--- config.mk ---
export PLATFORM = sky130hd
export DESIGN_NAME = sprite_jump_physics
export DESIGN_NICKNAME = d
export VERILOG_FILES = /design/src/rtl/sprite_jump_physics.sv
export SDC_FILE = /design/constraint.sdc
export NUM_CORES = 1
export LEC_CHECK = 0
export CORE_UTILIZATION = 32
export DETAILED_ROUTE_END_ITERATION = 8
export GPL_TIMING_DRIVEN = 0
export MAX_ROUTING_LAYER = met4
export SYNTH_ARGS = -nofsm -noshare
export SYNTH_HDL_FRONTEND = slang
export SYNTH_SLANG_ARGS = --single-unit
--- constraint.sdc ---
create_clock -name clk -period 5.05 [get_ports clk]
set_clock_uncertainty 0.2 [all_clocks]
set_input_delay 0.7575 -clock clk [delete_from_list [all_inputs] [get_ports clk]]
set_output_delay 0.7575 -clock clk [all_outputs]
set_load 0.01 [all_outputs]
--- src/rtl/sprite_jump_physics.sv ---
// One sprite's position under a variable-period jump/gravity model plus clamped horizontal motion.
// Optional FAST_FALL_EN: holding down while falling jumps straight to the terminal fall period.
module sprite_jump_physics #(
  parameter int         X_W         = 10,
  parameter int         T_W         = 20,
  parameter int         START_X     = 80,
  parameter int         START_Y     = 64,
  parameter int         MIN_X       = 0,
  parameter int         MAX_X       = 608,
  parameter int         MIN_Y       = 32,
  parameter int         MAX_Y       = 448,
  parameter int         T_START     = 100000,
  parameter int         T_STEP      = 10000,
  parameter int         T_MAX       = 800000,
  parameter int         T_TERM      = 250000,
  parameter int         FRAME_SPLIT = 550000,
  parameter int         H_PERIOD    = 200000,
  parameter int         SLOT        = 0,
  parameter logic [4:0] TAG         = 5'b10000
) (
  input  logic           clk,
  input  logic           reset,
  input  logic           up,
  input  logic           down,
  input  logic           left,
  input  logic           right,
  input  logic           game_over,
  output logic [X_W-1:0] pos_x,
  output logic [X_W-1:0] pos_y,
  output logic [31:0]    dina,
  output logic [2:0]     addr
);

  localparam logic [X_W-1:0] START_X_V = X_W'(START_X);
  localparam logic [X_W-1:0] START_Y_V = X_W'(START_Y);
  localparam logic [X_W-1:0] MIN_X_V   = X_W'(MIN_X);
  localparam logic [X_W-1:0] MAX_X_V   = X_W'(MAX_X);
  localparam logic [X_W-1:0] MIN_Y_V   = X_W'(MIN_Y);
  localparam logic [X_W-1:0] MAX_Y_V   = X_W'(MAX_Y);
  localparam logic [T_W-1:0] T_START_V = T_W'(T_START);
  localparam logic [T_W-1:0] T_STEP_V  = T_W'(T_STEP);
  localparam logic [T_W-1:0] T_MAX_V   = T_W'(T_MAX);
  localparam logic [T_W-1:0] T_TERM_V  = T_W'(T_TERM);
  localparam logic [T_W-1:0] SPLIT_V   = T_W'(FRAME_SPLIT);
  localparam logic [T_W-1:0] H_LAST_V  = T_W'(H_PERIOD - 1);

  typedef enum logic [1:0] {ST_RISE, ST_FALL, ST_GROUND} state_t;

  state_t         state_q, state_d;
  logic [T_W-1:0] period_q, period_d;
  logic [T_W-1:0] timer_q, timer_d;
  logic [T_W-1:0] hcnt_q, hcnt_d;
  logic [X_W-1:0] pos_x_q, pos_x_d;
  logic [X_W-1:0] pos_y_q, pos_y_d;
  logic           flip_q, flip_d;
  logic           up_prev_q;
  logic           up_edge;
  logic           tick;
  logic [2:0]     row, col;

`ifndef FAST_FALL_EN
  logic unused_down;
  assign unused_down = down;
`endif

  assign up_edge = up & ~up_prev_q;
  assign tick    = (timer_q == '0);

  always_ff @(posedge clk or posedge reset) begin
    if (reset) state_q <= ST_FALL;
    else       state_q <= state_d;
  end

  always_ff @(posedge clk or posedge reset) begin
    if (reset) begin
      period_q  <= T_START_V;
      timer_q   <= T_START_V;
      hcnt_q    <= '0;
      pos_x_q   <= START_X_V;
      pos_y_q   <= START_Y_V;
      flip_q    <= 1'b0;
      up_prev_q <= 1'b0;
    end else begin
      period_q  <= period_d;
      timer_q   <= timer_d;
      hcnt_q    <= hcnt_d;
      pos_x_q   <= pos_x_d;
      pos_y_q   <= pos_y_d;
      flip_q    <= flip_d;
      up_prev_q <= up;
    end
  end

  always_comb begin
    state_d  = state_q;
    period_d = period_q;
    timer_d  = timer_q;
    hcnt_d   = hcnt_q;
    pos_x_d  = pos_x_q;
    pos_y_d  = pos_y_q;
    flip_d   = flip_q;
    if (!game_over) begin
      // A fresh press restarts the jump from any state and pre-empts this cycle's tick.
      if (up_edge) begin
        state_d  = ST_RISE;
        period_d = T_START_V;
        timer_d  = T_START_V;
      end else begin
        case (state_q)
          ST_RISE: begin
            if (tick) begin
              if (pos_y_q > MIN_Y_V) pos_y_d = pos_y_q - 1'b1;
              if (period_q <= T_MAX_V) begin
                period_d = period_q + T_STEP_V;
                timer_d  = period_q + T_STEP_V;
              end else begin
                state_d  = ST_FALL;
                period_d = T_MAX_V;
                timer_d  = T_MAX_V;
              end
            end else begin
              timer_d = timer_q - 1'b1;
            end
          end
          ST_FALL: begin
            if (tick) begin
              if (pos_y_q < MAX_Y_V) pos_y_d = pos_y_q + 1'b1;
              if (period_q > T_TERM_V) begin
                period_d = period_q - T_STEP_V;
                timer_d  = period_q - T_STEP_V;
              end else begin
                timer_d = T_TERM_V;
              end
              if (pos_y_d == MAX_Y_V) state_d = ST_GROUND;
            end else begin
              timer_d = timer_q - 1'b1;
            end
`ifdef FAST_FALL_EN
            if (down) begin
              period_d = T_TERM_V;
              if (timer_d > T_TERM_V) timer_d = T_TERM_V;
            end
`endif
          end
          default: begin
          end
        endcase
      end
      if (hcnt_q == H_LAST_V) begin
        hcnt_d = '0;
        if (left && !right) begin
          flip_d = 1'b1;
          if (pos_x_q > MIN_X_V) pos_x_d = pos_x_q - 1'b1;
        end else if (right && !left) begin
          flip_d = 1'b0;
          if (pos_x_q < MAX_X_V) pos_x_d = pos_x_q + 1'b1;
        end
      end else begin
        hcnt_d = hcnt_q + 1'b1;
      end
    end
  end

  // Animation frame follows the state being entered, so it never lags a transition.
  always_comb begin
    row = 3'd0;
    col = 3'd0;
    if (game_over) begin
      row = 3'd1;
    end else begin
      case (state_d)
        ST_RISE: begin
          row = {2'b00, (period_d < SPLIT_V)};
          col = 3'd1;
        end
        ST_FALL: begin
          row = {2'b00, (period_d > SPLIT_V)};
          col = {2'b00, (period_d > SPLIT_V)};
        end
        default: begin
        end
      endcase
    end
  end

  assign pos_x = pos_x_q;
  assign pos_y = pos_y_q;
  assign dina  = {TAG, flip_q, pos_x_q, pos_y_q, row, col};
  assign addr  = 3'(SLOT);

endmodule
==> results.yml, run 1 <==
job:
  drv_cap: 0
sta:
  finalSetupTns_ps: -300
  timing.hold.ws_ps: 283
  relSlewSlack_pct: 20.9
  rsz0062_at_grt: "yes"
  hold_viol: 0
  max_freq_mhz: 188
  slew_violations: 0
  tightest_slew_ps: 1170
  fin_crit_sh_pct: 105
  final.min_clock_period_ps: 5310
  setup_viol: 2
  setup_slack_ps: -262
setup_path:
  cp_slowest_cell: "or4_4"
  crit_chain: "or4_4 > nor4_4 > buf_6 > nand3_4 > nor3_4 > nand2_2 > a311o_1 > or4_4 > or4_4 > a41o_1 > a311o_1 > buf_2"
  crit_arrival_ps: 4350
  crit_fanout: 6
  path_common_cell: "or4_4"
  start_kind: "flop"
  max_stage_delay_ps: 540
  reg2regPathDepth: 12
  cp-end-kind: "primary output"
  critPathRequiredTime_ps: 4090
  crit_type: "reg -> out"
synth:
  synthAdderAreaFrac_pct: 3.53
  synth_edf_count: 0
  avgSynthCellArea_um2: 8.00
  yosys.cell_types.count: 84
  syn_inst: 868
  synth_ff_type: "dfrtp_1"
  synth_top_family_by_area: "simple AND/OR/NAND/NOR gates"
  yosysWarnings: 0
  synth-simple-area-share_pct: 25.8
  async_flop_share_pct: 100
  syn_area_um2: 6950
  ys_ff_latch: 84
  synthMuxAreaShare_pct: 1.19
  synth-xor-area-share_pct: 6.93
  synth_compound_area_share_pct: 24.4
  seq_area_frac_synth_pct: 30.5
finish:
  diodes: 0
  drive_gt1_share_pct: 22.1
  layout_common_cells: "buf_4 (85), nand2_1 (78), nor2_1 (71), dfrtp_1 (66)"
  area_growth_pct: 30.5
  layout_commonest_cell: "buf_4"
  layout.nets: 1008
grt:
  antenna_found_initial: 0
  grt-ovfl-total: 0
  grt_max_degree: 48
  grt_pass1_vias: 6892
  grt_first_pass_wirelength_um: 37800
  grt_usage_pct: 22.7
clocking:
  clk_pin_slew_worst_paths_ps: 80
  clk_path_buf_depth: 2
  clock_latency_ps: 360
  h-tree-depth: 3
  cts_buffers: 9
  clock_sinks: 84
  tritoncts: "built"
  ctsRootBufferMaster: "clkbuf_16"
floorplan:
  start_util_pct: 32.8
  core_area_um2: 21200
  rows: 53
  boundaryPins: 62
  fp.dieH_um: 149
  die_width_um: 149
  dieArea_um2: 22300
routing:
  ant_nets: 0
  first_pass_iters: 8
  drt-initial-drc-count: 775
  vias: 7441
  drc_errors: 0
  wl_per_cell_um: 19.3
  drt_wl_total_um: 24400
  drt-vias-per-instance: 5.90
status:
  violations: "negative setup slack"
  status: "finished, violations left"
min_path:
  min_path_type: "reg -> reg"
  holdPathStages: 1
placed_design:
  place_congestion: 1.00
  dp_hpwl_um: 17000
  portBuffers: 48
  pre_cts_ws_ps: -1990
power:
  p_leak_nw: 3.61
  powerDensity_nw_per_um2: 229
  total_power_w: 0.00207
  irDropWorstVdd_mv: 0.139
==> cell usage after synthesis, types with 13 or more instances <==
| cell | count | area share, % |
|---|---|---|
| nand4_1 | 14 | 1.3 |
| buf_4 | 33 | 3.6 |
| nand2_1 | 81 | 4.4 |
| xor2_1 | 18 | 2.3 |
| o31ai_1 | 13 | 1.4 |
| nand3_1 | 30 | 2.2 |
| nor3_1 | 33 | 2.4 |
| nor2_1 | 76 | 4.1 |
| or3_1 | 13 | 1.2 |
| inv_1 | 30 | 1.6 |
| dfrtp_1 | 68 | 24 |
| dfstp_2 | 16 | 6.1 |
| a21oi_1 | 56 | 4.0 |
| o21ai_0 | 58 | 4.2 |
| nor4_1 | 14 | 1.3 |
| clkbuf_1 | 35 | 1.9 |
| xnor2_1 | 37 | 4.7 |
| ha_1 | 18 | 3.2 |
==> stage by stage <==
step | cells | cell area (µm²) | util [%]
floorplan | 878 | 6990 | -
global route | 1262 | 9060 | 42.8
CTS | 1254 | 8880 | 42.0
detailed placement | 1202 | 7840 | 37.1
global placement | 1201 | 7810 | 36.9
finish | 1262 | 9060 | 42.8
==> critical path: cells and delay by family, from the launching register on <==
family	cells	cell delay, ps
and+or+nand+nor	7	2330
AOI/OAI and AO/OA	3	870
DFF	1	460
buffers and inverters	2	320
==> layer usage <==
layer / track usage [%] / up-vias / wire (µm) / share of wire [%]
met5: - / - / 0 / 0
met4: 12.9 / 0 / 1270 / 5.2
met3: 4.53 / 115 / 2320 / 9.5
met2: 32.3 / 428 / 10600 / 43
met1: 29.7 / 3487 / 10200 / 42
li1: - / 3411 / - / -
==> final cells by class <==
class,instances,area (µm²)
plain buffers,66,424
repair buffers,102,908
inverters,31,123
clock inverters,7,93.8
clock buffers,9,225
well taps,275,344
fillers,2065,12100
multi-input cells,688,4820
flip-flops and latches,84,2120
==> final timing paths <==
path | start | endpoint | slack [ps]
worst max-delay path | timer_q[8]$_DFFE_PP0P_ | dina[3] | -260
worst min-delay path | hcnt_q[19]$_DFFE_PP0N_ | hcnt_q[19]$_DFFE_PP0N_ | 280
worst max register to register | timer_q[11]$_DFFE_PP0P_ | timer_q[19]$_DFFE_PP0P_ | 1290
worst min register to register | hcnt_q[19]$_DFFE_PP0N_ | hcnt_q[19]$_DFFE_PP0N_ | 280
max in group asynchronous | reset | period_q[10]$_DFF_PP1_ | 3400
min in group asynchronous | reset | pos_x[9]$_DFFE_PP0P_ | 580
==> cell families after synthesis <==
group                    count (synthesis)
AO/OA/AOI/OAI                          253
flip-flops                              84
AND/OR/NAND/NOR                        341
multiplexers                             8
buffers and inverters                  106
XOR/XNOR                                55
other                                    2
adder cells (fa/ha/maj)                 19
==> sequential cells by signal, summed over array words and instances (netlist names) <==
register	count
timer_q	20
hcnt_q	20
pos_y	10
state_q	2
up_prev_q	1
period_q	20
flip_q	1
pos_x	10
==> where the power goes <==
group	switching [W]	internal (W)	total [W]
clock	0.000319	0.000397	0.000716
sequential	0.0000957	0.000742	0.000838
combinational	0.000300	0.000219	0.000519
==> timing repair <==
action	CTS	global route
endpoints found under the setup margin	2	2
resized for setup	108	26
setup buffers	42	11
pin swaps	30	18
hold buffers	0	0
cloned	0	0
Note: power is estimated with default switching activity, not from simulation.
==> inputs of run 2 (changes only) <==
Settings changed: REMOVE_ABC_BUFFERS from default to 1, SLEW_MARGIN from default to 30.
==> run 2 against run 1 <==
Against the previous run: the flow still finishes with violations (negative setup slack); global-route usage decreased by 0.48 points; highest routed layer unchanged; sequential share of layout area increased by 0.83 points; largest cell class unchanged; final cell count decreased by 3.2%; critical path depth unchanged; hold slack improved by 11 ps; utilization decreased by 1.0 points.
==> results.yml, run 2 (synthesized netlist as in run 1, its figures left out) <==
grt:
  grt_first_pass_wirelength_um: 37300
  antenna_found_initial: 0
  grt_usage_pct: 22.2
  grt_pass1_vias: 6756
  grt-ovfl-total: 0
  grt_max_degree: 44
clocking:
  clk_path_buf_depth: 2
  clock_sinks: 84
  h-tree-depth: 3
  ctsRootBufferMaster: "clkbuf_16"
  cts_buffers: 9
  clock_latency_ps: 370
  clk_pin_slew_worst_paths_ps: 70
  tritoncts: "built"
placed_design:
  pre_cts_ws_ps: -1550
  portBuffers: 48
  dp_hpwl_um: 15200
  place_congestion: 0.961
power:
  p_leak_nw: 3.48
  powerDensity_nw_per_um2: 229
  irDropWorstVdd_mv: 0.118
finish:
  nFillCells: 2048
  layout.nets: 967
  layout_commonest_cell: "nand2_1"
  area_growth_pct: 27.3
  reg_top3: "hcnt_q x20, period_q x20, timer_q x20"
  layout_common_cells: "nand2_1 (75), buf_4 (74), nor2_1 (71), dfrtp_1 (59), o21ai_0 (55)"
  drive_gt1_share_pct: 22.0
  diodes: 0
setup_path:
  crit_arrival_ps: 4400
  start_kind: "flop"
  crit_type: "reg -> out"
  critPathRequiredTime_ps: 4090
  crit_fanout: 6
  cp-end-kind: "primary output"
status:
  violations: "negative setup slack"
  status: "finished, violations left"
floorplan:
  core_area_um2: 21200
  die_width_um: 149
  boundaryPins: 62
  start_util_pct: 32.8
  dieArea_um2: 22300
  fp.dieH_um: 149
  rows: 53
routing:
  vias: 7316
  wl_per_cell_um: 19.5
  first_pass_iters: 6
  drt_wl_total_um: 23800
  drc_errors: 0
  drt-initial-drc-count: 1080
  drt-vias-per-instance: 5.99
  ant_nets: 0
sta:
  timing.hold.ws_ps: 293
  setup_slack_ps: -312
  final.min_clock_period_ps: 5360
  setup_viol: 1
  max_freq_mhz: 187
  relSlewSlack_pct: 41.9
  fin_crit_sh_pct: 106
  hold_viol: 0
  rsz0062_at_grt: "yes"
  slew_violations: 0
  tightest_slew_ps: 850
  finalSetupTns_ps: -312
min_path:
  min_path_type: "reg -> reg"
job:
  drv_cap: 0
==> run 2: final timing paths <==
check                      slack (ps)                 endpoint  cells past startpoint                    from
hold reg to reg                   290   hcnt_q[19]$_DFFE_PP0N_                      1  hcnt_q[19]$_DFFE_PP0N_
max in group asynchronous        3450    period_q[5]$_DFF_PP1_                      3                   reset
setup reg to reg                 1510  timer_q[19]$_DFFE_PP0P_                     15  timer_q[1]$_DFFE_PP0P_
min in group asynchronous         570    hcnt_q[8]$_DFFE_PP0N_                      2                   reset
setup / recovery                 -310                  dina[3]                     12   period_q[8]$_DFF_PP0_
hold / removal                    290   hcnt_q[19]$_DFFE_PP0N_                      1  hcnt_q[19]$_DFFE_PP0N_
==> run 2: worst max-delay path, stage by stage (launching register included) <==
cell      delay (ps)
dfrtp_4          510
o41a_1           480
a311oi_4         420
o21ai_4          150
buf_4            170
nand3_4          120
o21ai_0          100
a311o_1          400
or4_4            550
or4_1            510
a41o_1           220
a311o_1          270
buf_2            140
==> run 2: through the flow <==
stage | instance area [µm²] | std cells | total power [W] | utilization, %
5_1_grt | 8850 | 1221 | 0.00212 | 41.8
4_1_cts | 8600 | 1199 | 0.00199 | 40.6
6_report | 8850 | 1221 | 0.00202 | 41.8
3_5_place_dp | 7480 | 1128 | 0.00123 | 35.4
3_3_place_gp | 7400 | 1126 | 0.00122 | 35.0
2_1_floorplan | 6580 | 803 | 0.00111 | -
==> run 2: power by group <==
part,switching (W),internal (W),total (W)
combinational,0.000274,0.000209,0.000483
clock,0.000329,0.000350,0.000679
sequential,0.000117,0.000744,0.000861
==> run 2: routing by layer <==
layer | global-route usage (%) | part of all wire (%)
met5 | - | 0
met4 | 12.2 | 4.9
met3 | 4.22 | 9.6
met2 | 31.0 | 43
met1 | 29.8 | 43
==> run 2: what timing repair did <==
item | CTS | global route
buffers inserted | 53 | 22
hold buffers | 0 | 0
pin swaps | 32 | 22
setup endpoints to repair | 2 | 2
cloned | 2 | 0
resized for setup | 94 | 20
==> run 2: cell type report <==
| cell class | instances | area, µm² | share of cell area (%) |
|---|---|---|---|
| clock inverter | 7 | 73.8 | 0.834 |
| multi-input combinational | 690 | 4850 | 54.9 |
| tap | 275 | 344 | 3.89 |
| clock buffer | 9 | 225 | 2.55 |
| inverter | 31 | 125 | 1.41 |
| timing repair buffer | 125 | 1080 | 12.2 |
| sequential | 84 | 2150 | 24.3 |
==> inputs of run 3 (changes only) <==
Settings changed: PLACE_DENSITY from default to 0.56.
==> run 3 against run 2 <==
Against the previous run: the flow still finishes with violations (negative setup slack); critical path type unchanged; power decreased by 1.1%; utilization rose by 0.33 points; count of clock-buffer cells in the layout did not move; sequential share of layout area shrank 0.20 points; routed wire length shrank 0.17%; highest routed layer unchanged; design area rose by 0.79%; die area did not move.
==> results.yml, run 3 (synthesized netlist as in run 1, its figures left out) <==
sta:
  final.min_clock_period_ps: 5410
  relSlewSlack_pct: 46.4
  tightest_slew_ps: 801
  hold_viol: 0
  setup_viol: 1
  setup_slack_ps: -362
  fin_crit_sh_pct: 107
  max_freq_mhz: 185
  rsz0062_at_grt: "yes"
  slew_violations: 0
power:
  switching_share_pct: 35.2
  pwr-share-clk_pct: 33.2
  p_switching_w: 0.000704
  power_frac_seq_pct: 43.2
  p_leak_nw: 3.49
  p_int_w: 0.00130
  combPwrFrac_pct: 23.6
  irDropWorstVdd_mv: 0.114
  powerDensity_nw_per_um2: 224
setup_path:
  max_stage_delay_ps: 580
  cp-end-kind: "primary output"
  r2r_end: "timer_q[9]$_DFFE_PP1P_"
  path_common_cell: "or4_4"
  crit_arrival_ps: 4450
  crit_start: "timer_q[8]$_DFFE_PP0P_"
  crit_type: "reg -> out"
  r2r_start: "timer_q[8]$_DFFE_PP0P_"
  reg2regPathDepth: 13
  endpoint: "dina[3]"
  start_kind: "flop"
  crit_chain: "or4_4 > nor4_4 > buf_4 > buf_4 > nand3_4 > nor3_4 > nand2_2 > a311o_1 > or4_4 > or4_4 > a41o_1 > a311o_1 > buf_2"
  crit_fanout: 4
  critPathRequiredTime_ps: 4090
  r2r_slack_ps: 1660
  cp_slowest_cell: "or4_4"
clocking:
  cts_buffers: 9
  clk_path_buf_depth: 2
  ctsRootBufferMaster: "clkbuf_16"
  clock_latency_ps: 350
  clk_pin_slew_worst_paths_ps: 70
  tritoncts: "built"
  postCtsHoldBufs: 0
  clock_sinks: 84
  h-tree-depth: 3
routing:
  drc_errors: 0
  vias: 7275
  drt_wl_total_um: 23800
  first_pass_iters: 7
  drt-vias-per-instance: 5.93
  ant_nets: 0
  drt-initial-drc-count: 955
  wl_per_cell_um: 19.4
grt:
  grt_usage_pct: 22.2
  grt-ovfl-total: 0
  antenna_found_initial: 0
  grt_first_pass_wirelength_um: 37300
  grt_max_degree: 65
  grt_pass1_vias: 6719
finish:
  nFillCells: 2083
  layout_common_cells: "nand2_1 (76), buf_4 (75), nor2_1 (70), dfrtp_1 (60), o21ai_0 (56)"
  fin_util_pct: 42.2
  area_growth_pct: 28.3
  fin_cells: 1226
  layout.nets: 972
  drive_gt1_share_pct: 22.6
  reg_top3: "hcnt_q x20, period_q x20, timer_q x20"
  diodes: 0
  layout_commonest_cell: "nand2_1"
floorplan:
  start_util_pct: 32.8
  die_width_um: 149
  core_area_um2: 21200
  boundaryPins: 62
  rows: 53
  dieArea_um2: 22300
  fp.dieH_um: 149
job:
  drv_cap: 0
placed_design:
  portBuffers: 48
  dp_hpwl_um: 15400
  place_inst: 1130
  place_congestion: 0.940
min_path:
  min_path_type: "reg -> reg"
status:
  status: "finished, violations left"
  violations: "negative setup slack"
==> run 3: cell types whose count changed in the layout (fill, tap and decap cells not counted), moves of 2 or more <==
| cell | change |
|---|---|
| or4_1 | -2 |
| clkinvlp_4 | +2 |
| buf_6 | +2 |
| buf_12 | +2 |
| buf_2 | +2 |
| or4_4 | +2 |
==> run 3: worst max-delay path, delay by kind of cell, from the launching register on <==
family / cells / cell delay [ps]
compound gates: 3 / 780
buf+inv: 3 / 440
flops: 1 / 430
simple gates: 7 / 2440
==> run 3: power by group through the flow <==
| stage | combinational, W | sequential (W) | clock (W) |
|---|---|---|---|
| 3_3_place_gp | 0.000367 | 0.000859 | 0 |
| 2_1_floorplan | 0.000286 | 0.000829 | 0 |
| 4_1_cts | 0.000444 | 0.000854 | 0.000681 |
| 3_5_place_dp | 0.000372 | 0.000860 | 0 |
| 6_report | 0.000472 | 0.000865 | 0.000664 |
| 5_1_grt | 0.000515 | 0.000878 | 0.000709 |
==> run 3: worst min path at each step <==
stage	from	to	slack, ps	cells past startpoint
2_1_floorplan	hcnt_q[19]$_DFFE_PP0N_	hcnt_q[19]$_DFFE_PP0N_	250	1
3_3_place_gp	hcnt_q[19]$_DFFE_PP0N_	hcnt_q[19]$_DFFE_PP0N_	280	1
3_5_place_dp	hcnt_q[19]$_DFFE_PP0N_	hcnt_q[19]$_DFFE_PP0N_	280	1
4_1_cts	hcnt_q[19]$_DFFE_PP0N_	hcnt_q[19]$_DFFE_PP0N_	290	1
5_1_grt	hcnt_q[13]$_DFFE_PP0N_	hcnt_q[13]$_DFFE_PP0N_	320	1
6_report	hcnt_q[19]$_DFFE_PP0N_	hcnt_q[19]$_DFFE_PP0N_	300	1
==> run 3: cell type report <==
cell class	count	area, µm²	share of cell area [%]
Clock buffer	9	225	2.53
Timing Repair Buffer	131	1150	12.9
Clock inverter	7	71.3	0.800
Multi-Input combinational cell	689	4850	54.4
Sequential cell	84	2150	24.1
Tap cell	275	344	3.86
Inverter	31	125	1.40
==> run 3: layer usage <==
metal	vias to the layer above	wire length [µm]	global-route usage, %
li1	3343	-	-
met1	3435	10400	30.4
met2	411	10200	31.1
met3	86	2200	4.77
met4	0	972	9.29
met5	-	0	-
==> run 3: what timing repair did <==
item	4_1_cts	5_1_grt
pin swaps	29	21
buffers inserted	56	23
resized for setup	88	27
cloned	1	0
setup endpoints to repair	2	2
==> run 3: through the flow <==
stage / power [W] / setup WS [ps] / hold slack [ps] / cell area [µm²] / TNS [ps]
2_1_floorplan: 0.00111 / -48.7 / 247 / 6580 / -48.7
3_3_place_gp: 0.00123 / -3100 / 280 / 7400 / -6660
3_5_place_dp: 0.00123 / -1500 / 281 / 7510 / -2530
4_1_cts: 0.00198 / -294 / 293 / 8610 / -294
5_1_grt: 0.00210 / -482 / 322 / 8920 / -521
6_report: 0.00200 / -362 / 297 / 8920 / -362
